**config.mk**
```make
export PLATFORM = sky130hd
export DESIGN_NAME = d_ff_pipe
export DESIGN_NICKNAME = d
export VERILOG_FILES = /design/src/rtl/cmpe200_pkg.sv /design/src/rtl/d_ff_pipe_stage.sv /design/src/rtl/d_ff_pipe.sv
export SDC_FILE = /design/constraint.sdc
export NUM_CORES = 1
export LEC_CHECK = 0
export BUFFER_PORTS_ARGS = -buffer_cell sky130_fd_sc_hd__buf_2
export CAP_MARGIN = 40
export CORE_MARGIN = 10
export CORE_UTILIZATION = 30
export DETAILED_ROUTE_END_ITERATION = 7
export PLACE_DENSITY = 0.49
export SKIP_LAST_GASP = 1
export SLEW_MARGIN = 20
export SYNTH_ARGS = -nofsm -noshare
export SYNTH_HDL_FRONTEND = slang
export SYNTH_SLANG_ARGS = --single-unit
export TNS_END_PERCENT = 1
```
**constraint.sdc**
```tcl
create_clock -name clk -period 1.47 [get_ports clk]
set_input_delay 0.0735 -clock clk [delete_from_list [all_inputs] [get_ports clk]]
set_output_delay 0.0735 -clock clk [all_outputs]
set_load 0.02 [all_outputs]
```
**src/rtl/cmpe200_pkg.sv**
```systemverilog
// ---------------------------------------------------------------------------
// cmpe200_pkg
// Constants and helpers shared by the pipeline-register blocks.
//   DATA_W         : default datapath width of a pipeline register
//   PIPE_RESET_VAL : default value loaded into pipeline data on reset
//   clog2()        : ceiling log2, usable in parameter expressions
// ---------------------------------------------------------------------------
package cmpe200_pkg;

    localparam int                DATA_W         = 16;
    localparam logic [DATA_W-1:0] PIPE_RESET_VAL = '0;

    // Number of bits needed to encode the values 0..value-1.
    function automatic int clog2(input int value);
        int res;
        int v;
        res = 0;
        v   = value - 1;
        while (v > 0) begin
            res = res + 1;
            v   = v >> 1;
        end
        return res;
    endfunction

endpackage

```
**src/rtl/d_ff_pipe_stage.sv**
```systemverilog
// ---------------------------------------------------------------------------
// d_ff_pipe_stage
// One register slice of d_ff_pipe: a valid bit plus a data word.
//   clk   : clock, rising edge
//   rst   : synchronous active-high reset (valid=0, data=RESET_VAL)
//   flush : clear the valid bit, data word holds
//   adv   : stage may take a new value this cycle
//   vin   : incoming valid (from the previous stage or the pipe input)
//   din   : incoming data
//   vout  : this stage's valid bit
//   dout  : this stage's data word
// ---------------------------------------------------------------------------
module d_ff_pipe_stage #(
    parameter int               WIDTH     = 16,
    parameter logic [WIDTH-1:0] RESET_VAL = '0
) (
    input  logic             clk,
    input  logic             rst,
    input  logic             flush,
    input  logic             adv,
    input  logic             vin,
    input  logic [WIDTH-1:0] din,
    output logic             vout,
    output logic [WIDTH-1:0] dout
);

    logic             vld_q;
    logic [WIDTH-1:0] data_q;

    // NOTE: sequential state is written with non-blocking assignments only, so
    // every stage samples its neighbour's pre-edge value and the chain shifts
    // by exactly one slot per edge regardless of evaluation order.
    always_ff @(posedge clk) begin
        if (rst) begin
            vld_q  <= 1'b0;
            data_q <= RESET_VAL;
        end else if (flush) begin
            vld_q  <= 1'b0;
        end else if (adv) begin
            vld_q  <= vin;
            // A bubble moving in leaves the old word in place, so the last
            // stage keeps showing stale data instead of toggling on idle cycles.
            if (vin) begin
                data_q <= din;
            end
        end
    end

    assign vout = vld_q;
    assign dout = data_q;

endmodule

```
**src/rtl/d_ff_pipe.sv**
```systemverilog
// ---------------------------------------------------------------------------
// d_ff_pipe
// Parametrised pipeline register with valid/ready handshake, bubble
// collapsing, flush and occupancy count. Stage 0 is fed from the input,
// stage DEPTH-1 drives the outputs.
//   clk       : clock, rising edge
//   rst       : synchronous active-high reset, overrides everything
//   flush     : discard all held entries at the next edge
//   in_valid  : upstream offers in_data
//   in_ready  : pipe accepts in_data this cycle
//   in_data   : upstream payload
//   out_valid : out_data is valid
//   out_ready : downstream accepts out_data this cycle
//   out_data  : payload of the last stage (driven even when not valid)
//   count     : number of stages holding valid data, 0..DEPTH
// ---------------------------------------------------------------------------
module d_ff_pipe
    import cmpe200_pkg::*;
#(
    parameter  int               WIDTH     = DATA_W,
    parameter  int               DEPTH     = 2,
    parameter  logic [WIDTH-1:0] RESET_VAL = WIDTH'(PIPE_RESET_VAL),
    localparam int               CW        = clog2(DEPTH + 1)
) (
    input  logic             clk,
    input  logic             rst,
    input  logic             flush,
    input  logic             in_valid,
    output logic             in_ready,
    input  logic [WIDTH-1:0] in_data,
    output logic             out_valid,
    input  logic             out_ready,
    output logic [WIDTH-1:0] out_data,
    output logic [CW-1:0]    count
);

    logic [DEPTH-1:0] vld;
    logic [DEPTH-1:0] adv;
    logic [WIDTH-1:0] data [DEPTH];

    // A stage may advance if it is empty or everything downstream of it can
    // move. Unrolled as a running OR from the output end so adv never reads
    // itself, which keeps the chain free of combinational feedback.
    always_comb begin
        logic run;
        run = out_ready;
        adv = '0;
        for (int i = DEPTH - 1; i >= 0; i--) begin
            run    = run | ~vld[i];
            adv[i] = run;
        end
    end

    for (genvar g = 0; g < DEPTH; g++) begin : g_stage
        logic             vin;
        logic [WIDTH-1:0] din;

        if (g == 0) begin : g_head
            assign vin = in_valid;
            assign din = in_data;
        end else begin : g_body
            assign vin = vld[g-1];
            assign din = data[g-1];
        end

        d_ff_pipe_stage #(
            .WIDTH     (WIDTH),
            .RESET_VAL (RESET_VAL)
        ) u_stage (
            .clk   (clk),
            .rst   (rst),
            .flush (flush),
            .adv   (adv[g]),
            .vin   (vin),
            .din   (din),
            .vout  (vld[g]),
            .dout  (data[g])
        );
    end

    // Occupancy depends on the valid registers only, never on the handshake.
    always_comb begin
        count = '0;
        for (int i = 0; i < DEPTH; i++) begin
            count = count + CW'(vld[i]);
        end
    end

    // Flush masks both ends so no transfer happens in the cycle it is applied.
    assign in_ready  = adv[0] & ~flush;
    assign out_valid = vld[DEPTH-1] & ~flush;
    assign out_data  = data[DEPTH-1];

endmodule

```
==> results of run 1 <==
path summary, 6_finish.rpt:
kind	from	to	slack (ns)	cells after the start
max	g_stage[1].u_stage.vout	in_ready	0.09	4
max reg2reg	g_stage[0].u_stage.vout	g_stage[1].u_stage.dout[2]	0.25	4
min	flush	g_stage[0].u_stage.vout	0.04	2
min reg2reg	g_stage[0].u_stage.dout[9]	g_stage[1].u_stage.dout[9]	0.47	2
logic make-up after synthesis:
kind of cell,count (synthesis),synth area share
AOI/OAI and AO/OA,35,0.128
and+or+nand+nor,57,0.231
muxes,16,0.110
buffers and inverters,13,0.0550
adders and majority gates,1,0.00859
DFF,34,0.467
per-layer routing:
metal  vias up  track usage
met1       528        0.118
met2        42        0.123
met5         -            0
met3         2       0.0424
li1        605            -
met4         0       0.0491
metrics by stage:
| step | cells | hold WS, ns |
|---|---|---|
| floorplan | 156 | 0.153 |
| global placement | 256 | 0.317 |
| detailed placement | 256 | 0.340 |
| CTS | 264 | 0.0337 |
| global route | 264 | 0.0342 |
| finish | 264 | 0.0433 |
critical path: cells and delay by family (launching register included):
family          cells  cell delay (ns)
compound gates      1             0.07
buf+inv             2             0.36
flops               1             0.37
simple gates        1             0.21
power by group through the flow:
stage / clock, mW / combinational [mW] / sequential [mW]
2_1_floorplan: 0 / 0.0996 / 0.984
3_3_place_gp: 0 / 0.153 / 0.988
3_5_place_dp: 0 / 0.156 / 0.987
4_1_cts: 0.719 / 0.157 / 0.966
5_1_grt: 0.766 / 0.174 / 0.970
6_report: 0.697 / 0.156 / 0.967
synthesized netlist by cell type:
library cell	number
a21oi_1	18
a21oi_4	1
buf_2	1
buf_4	3
buf_6	1
buf_8	1
clkbuf_1	7
dfxtp_1	34
ha_1	1
mux2i_1	16
nand2b_1	34
nand2b_2	1
nand3_1	16
nor2_1	1
nor2b_1	2
nor2b_2	1
nor3_1	2
o21ai_0	14
o21ai_1	2
what timing repair did:
item | in CTS | in global routing
gates resized for setup | 0 | 1
endpoints found under the setup margin | 0 | 1
hold buffers | 0 | 0
registers in the layout, indices dropped and copies added (netlist names):
signal	cells
g_stage.u_stage.dout	32
g_stage.u_stage.vout	2
layout make-up:
class,count,area [um^2],share of cell area
sequential,34,681,0.375
timing repair buffer,46,258,0.142
clock inverter,1,5.00,0.00276
tap,67,83.8,0.0462
clock buffer,7,86.3,0.0476
multi-input combinational,109,701,0.386
==> results.yml, run 1 <==
timing:
  fin_ws_ns: 0.0904
  fin_crit_ns: 1.38
  worst_slew_pin_slew_ns: 0.591
  drv_slew: 0
  hold_viol_final: 0
  setup_viol: 0
  slew_headroom: 0.606
  fmax_mhz: 725
  final.setup.tns_ns: 0
  fin_crit_sh: 0.939
  rsz0062_at_grt: "no"
  clock_skew_ns: 0.00516
synth:
  synth-warning-count: 0
  synthesis.nets: 178
  synthCells: 156
  yosysTopAreaCell: "dfxtp_1"
  yosys-top-cells-area: "dfxtp_1 47%, nand2b_1 15%, mux2i_1 11%"
  synth_area_um2: 1460
  yosysUniqueCellTypes: 19
  synth_top_area_share: 0.467
  synthesis.area_per_instance_um2: 9.34
  synth_seq_cells: 34
  seq_area_frac_synth: 0.467
placement:
  io_buffer_count: 40
  placed_area_um2: 1720
  pre_cts_slack_ns: 0.265
  dpl.hpwl_um: 2560
  finalWeightedCongestion: 0.729
routing:
  firstDrtPassIters: 4
  first_iter_violations: 100
  drcViolationCount: 0
  ant_nets: 0
  wl_per_cell_um: 13.3
  dr_total_vias: 1177
  wl_um: 3520
  top_layer_used: "met4"
  dr_wl_met2_um: 1430
  vias_per_cell: 4.46
  met1_length_um: 1650
  dr_wl_met3_um: 400
clock_network:
  cts.clk_slew.worst_paths_ns: 0.07
  clkSinkCount: 34
  cts_made_buffers: 5
  post-cts-setup-buffer-count: 0
  cts_buffer_depth: 2
  cts_tree: "done"
  htreeDepth: 2
  clk_latency_ns: 0.28
  cts_root_buf: "clkbuf_8"
global_routing:
  antenna_found_initial: 0
  grt-ovfl-total: 0
  grt_pass1_wl_um: 5690
  grt_max_degree: 45
  grt_pass1_vias: 1190
  track_usage: 0.0919
critical_path:
  crit_path_end_kind: "primary output"
  cp_cell_sequence: "nor2b_4 -> buf_4 -> a21oi_1 -> buf_2"
  crit_required_ns: 1.40
  critPathKind: "register to primary output"
  crit_path_top_delay_cell: "dfxtp_1"
  critPathMaxStageDelay_ns: 0.37
  worstSetupStartpointType: "register"
  critPathMaxFanout: 11
  arrival_ns: 1.31
run:
  maxCapViolCount: 0
pwr:
  power_density_nw_per_um2: 1000
  vdd_drop_max_mv: 0.347
  p_comb_frac: 0.086
  power_leakage_nw: 0.733
  p_int_mw: 1.40
  share_seq_of_total_power: 0.531
  switchingPower_mw: 0.416
  sw_frac_of_total: 0.229
  power_mw: 1.82
  clkPwrFrac: 0.383
die:
  pin_count: 41
  start_util: 0.308
  core-area_um2: 4720
  die_w_um: 89.7
  die_h_um: 89.7
  rows: 25
  die_area_um2: 8040
outcome:
  outcome: "completed"
cells_and_area:
  n_antenna_cell: 0
  area_delta_synth_final_pct: 24.6
  fillers: 484
  final_cell_mix: "40 x buf_2, 34 x nand2b_1, 34 x dfxtp_1, 18 x a21oi_1"
  nets: 218
  fin_area_um2: 1810
  final_util: 0.384
  layout_commonest_cell: "buf_2"
  drive_gt1_frac: 0.284
min_path:
  hp-class: "primary input to register"
(Power assumes the default switching activity.)
==> inputs of run 2 (changes only) <==
--- a/config.mk
+++ b/config.mk
@@ -10,10 +10,11 @@
 export CORE_MARGIN = 10
 export CORE_UTILIZATION = 30
 export DETAILED_ROUTE_END_ITERATION = 7
-export PLACE_DENSITY = 0.49
+export PLACE_DENSITY = 0.48
 export SKIP_LAST_GASP = 1
 export SLEW_MARGIN = 20
 export SYNTH_ARGS = -nofsm -noshare
 export SYNTH_HDL_FRONTEND = slang
+export SYNTH_HIERARCHICAL = 1
 export SYNTH_SLANG_ARGS = --single-unit
 export TNS_END_PERCENT = 1
==> run 2 against run 1 <==
Effect of this change:
- register-to-register slack worse by 0.04 ns
- critical path type is now register to register
- hold slack better by 0.0081 ns
- clock-buffer cell count unchanged
- setup slack better by 0.12 ns
- core utilization down 1.7 points
- critical endpoint is now g_stage[1].u_stage/dout[12]
- highest routed layer unchanged
- routed wire length down 7.4%
- combinational power up 6%
==> results.yml, run 2 <==
global_routing:
  track_usage: 0.0789
  grt-ovfl-total: 0
  antenna_found_initial: 0
  grt_max_degree: 67
  grt_pass1_wl_um: 5450
  grt_pass1_vias: 1134
synth:
  synth_seq_cells: 34
  synth_top_cells_by_count: "65 x nand2b_1, 34 x dfxtp_1, 34 x mux2i_1, 6 x clkbuf_1"
  synth_area_um2: 1590
  synth_edf_count: 0
  yosys-top-cells-area: "dfxtp_1 43%, nand2b_1 26%, mux2i_1 21%"
  seq_area_frac_synth: 0.427
  synthCells: 151
  async_flop_share: 0
  synth-warning-count: 6
  synthesis.area_per_instance_um2: 10.5
  synthesis.nets: 173
  yosysTopAreaCell: "dfxtp_1"
  synth_flop_cell: "dfxtp_1"
  synth_top_area_share: 0.427
  yosysMostFrequentCell: "nand2b_1"
  yosysUniqueCellTypes: 12
cells_and_area:
  drive_gt1_frac: 0.258
  layout_commonest_cell: "nand2b_1"
  nets: 212
  largest_reg_flops: 32
  n_antenna_cell: 0
  final_cell_mix: "65 x nand2b_1, 40 x buf_2, 34 x mux2i_1, 34 x dfxtp_1, 5 x clkbuf_8"
  area_delta_synth_final_pct: 18.5
routing:
  ant_nets: 0
  dr_total_vias: 1085
  vias_per_cell: 4.17
  drcViolationCount: 0
  wl_per_cell_um: 12.5
  first_iter_violations: 62
  wl_um: 3260
  firstDrtPassIters: 4
timing:
  hold_viol_final: 0
  fin_crit_ns: 1.26
  rsz0062_at_grt: "no"
  fmax_mhz: 794
  worst_slew_pin_slew_ns: 0.768
  hold_ws_ns: 0.0514
  drv_slew: 0
  final.setup.tns_ns: 0
  fin_crit_sh: 0.856
  setup_viol: 0
  slew_headroom: 0.488
  clock_skew_ns: 0.00151
die:
  die_w_um: 92.9
  die_h_um: 92.9
  rows: 26
  die_area_um2: 8620
  core-area_um2: 5140
  pin_count: 41
  start_util: 0.310
clock_network:
  cts.clk_slew.worst_paths_ns: 0.06
  clkSinkCount: 34
  htreeDepth: 2
  post-cts-setup-buffer-count: 0
  hold_buffers: 0
  cts_root_buf: "clkbuf_8"
  clk_latency_ns: 0.27
  cts_made_buffers: 5
  cts_tree: "done"
  cts.repair.resized: 0
  cts_buffer_depth: 2
critical_path:
  critPathKind: "register to register"
  r2r_cells: 4
  crit_path_end_kind: "register"
  arrival_ns: 1.46
  worstSetupStartpointType: "register"
  crit_required_ns: 1.67
  critPathMaxFanout: 16
placement:
  dpl.hpwl_um: 2330
  io_buffer_count: 40
  finalWeightedCongestion: 0.730
outcome:
  outcome: "completed"
pwr:
  vdd_drop_max_mv: 0.509
  power_leakage_nw: 0.805
  power_mw: 1.75
  power_density_nw_per_um2: 929
run:
  maxCapViolCount: 0
min_path:
  hp-class: "primary input to register"
  holdPathStages: 3
## run 2: cell count changes after synthesis, sizes merged
| cell | change |
|---|---|
| a21oi | -19 |
| and3b | +2 |
| buf | -2 |
| clkbuf | -1 |
| mux2i | +18 |
| nand2b | +30 |
| nand3 | -16 |
| nand3b | +1 |
| nor2 | -1 |
| nor2b | -1 |
| o21ai | -16 |
## run 2: layout make-up
| class | instances | area [um^2] |
|---|---|---|
| clock buffers | 7 | 76.3 |
| multi-input cells | 107 | 827 |
| repair buffers | 42 | 215 |
| fillers | 551 | 3250 |
| well taps | 70 | 87.6 |
| flip-flops and latches | 34 | 681 |
## run 2: kinds of logic after synthesis
family | share of synthesized area
DFF | 0.427
adders and majority gates | 0.00785
and+or+nand+nor | 0.298
muxes | 0.214
buffers and inverters | 0.0534
## run 2: final timing paths
check	slack, ns	endpoint	start
worst max register to register	0.21	g_stage[1].u_stage/dout[12]	g_stage[1].u_stage/vout
worst max-delay path	0.21	g_stage[1].u_stage/dout[12]	g_stage[1].u_stage/vout
worst min-delay path	0.05	g_stage[0].u_stage/dout[1]	in_data[1]
worst min register to register	0.47	g_stage[1].u_stage/dout[10]	g_stage[1].u_stage/dout[10]
## run 2: per-stage QoR
step	cell area (um^2)	util	setup slack (ns)	instances
after floorplan	1590	-	0.305	151
after global placement	1810	0.352	0.275	253
after detailed placement	1810	0.352	0.191	253
after CTS	1890	0.367	0.187	260
after global routing	1890	0.367	0.111	260
final	1890	0.367	0.211	260
## run 2: worst max-delay path: stages (launching register included)
cell      delay (ns)
dfxtp_1         0.36
nand2b_1        0.13
and3b_1         0.16
buf_4           0.29
mux2i_1         0.24
## run 2: where the power goes
part | leakage [nW] | switching [mW] | internal, mW | total, mW
clock network | 0.0383 | 0.298 | 0.326 | 0.623
registers | 0.276 | 0.0155 | 0.948 | 0.964
logic | 0.490 | 0.0763 | 0.0890 | 0.165
## run 2: per-layer routing
| metal | GRT usage | part of all wire | up-vias |
|---|---|---|---|
| li1 | - | - | 565 |
| met1 | 0.0842 | 0.44 | 497 |
| met2 | 0.130 | 0.49 | 21 |
| met3 | 0.0420 | 0.058 | 2 |
| met4 | 0.0270 | 0.0083 | 0 |
| met5 | 0 | 0 | - |
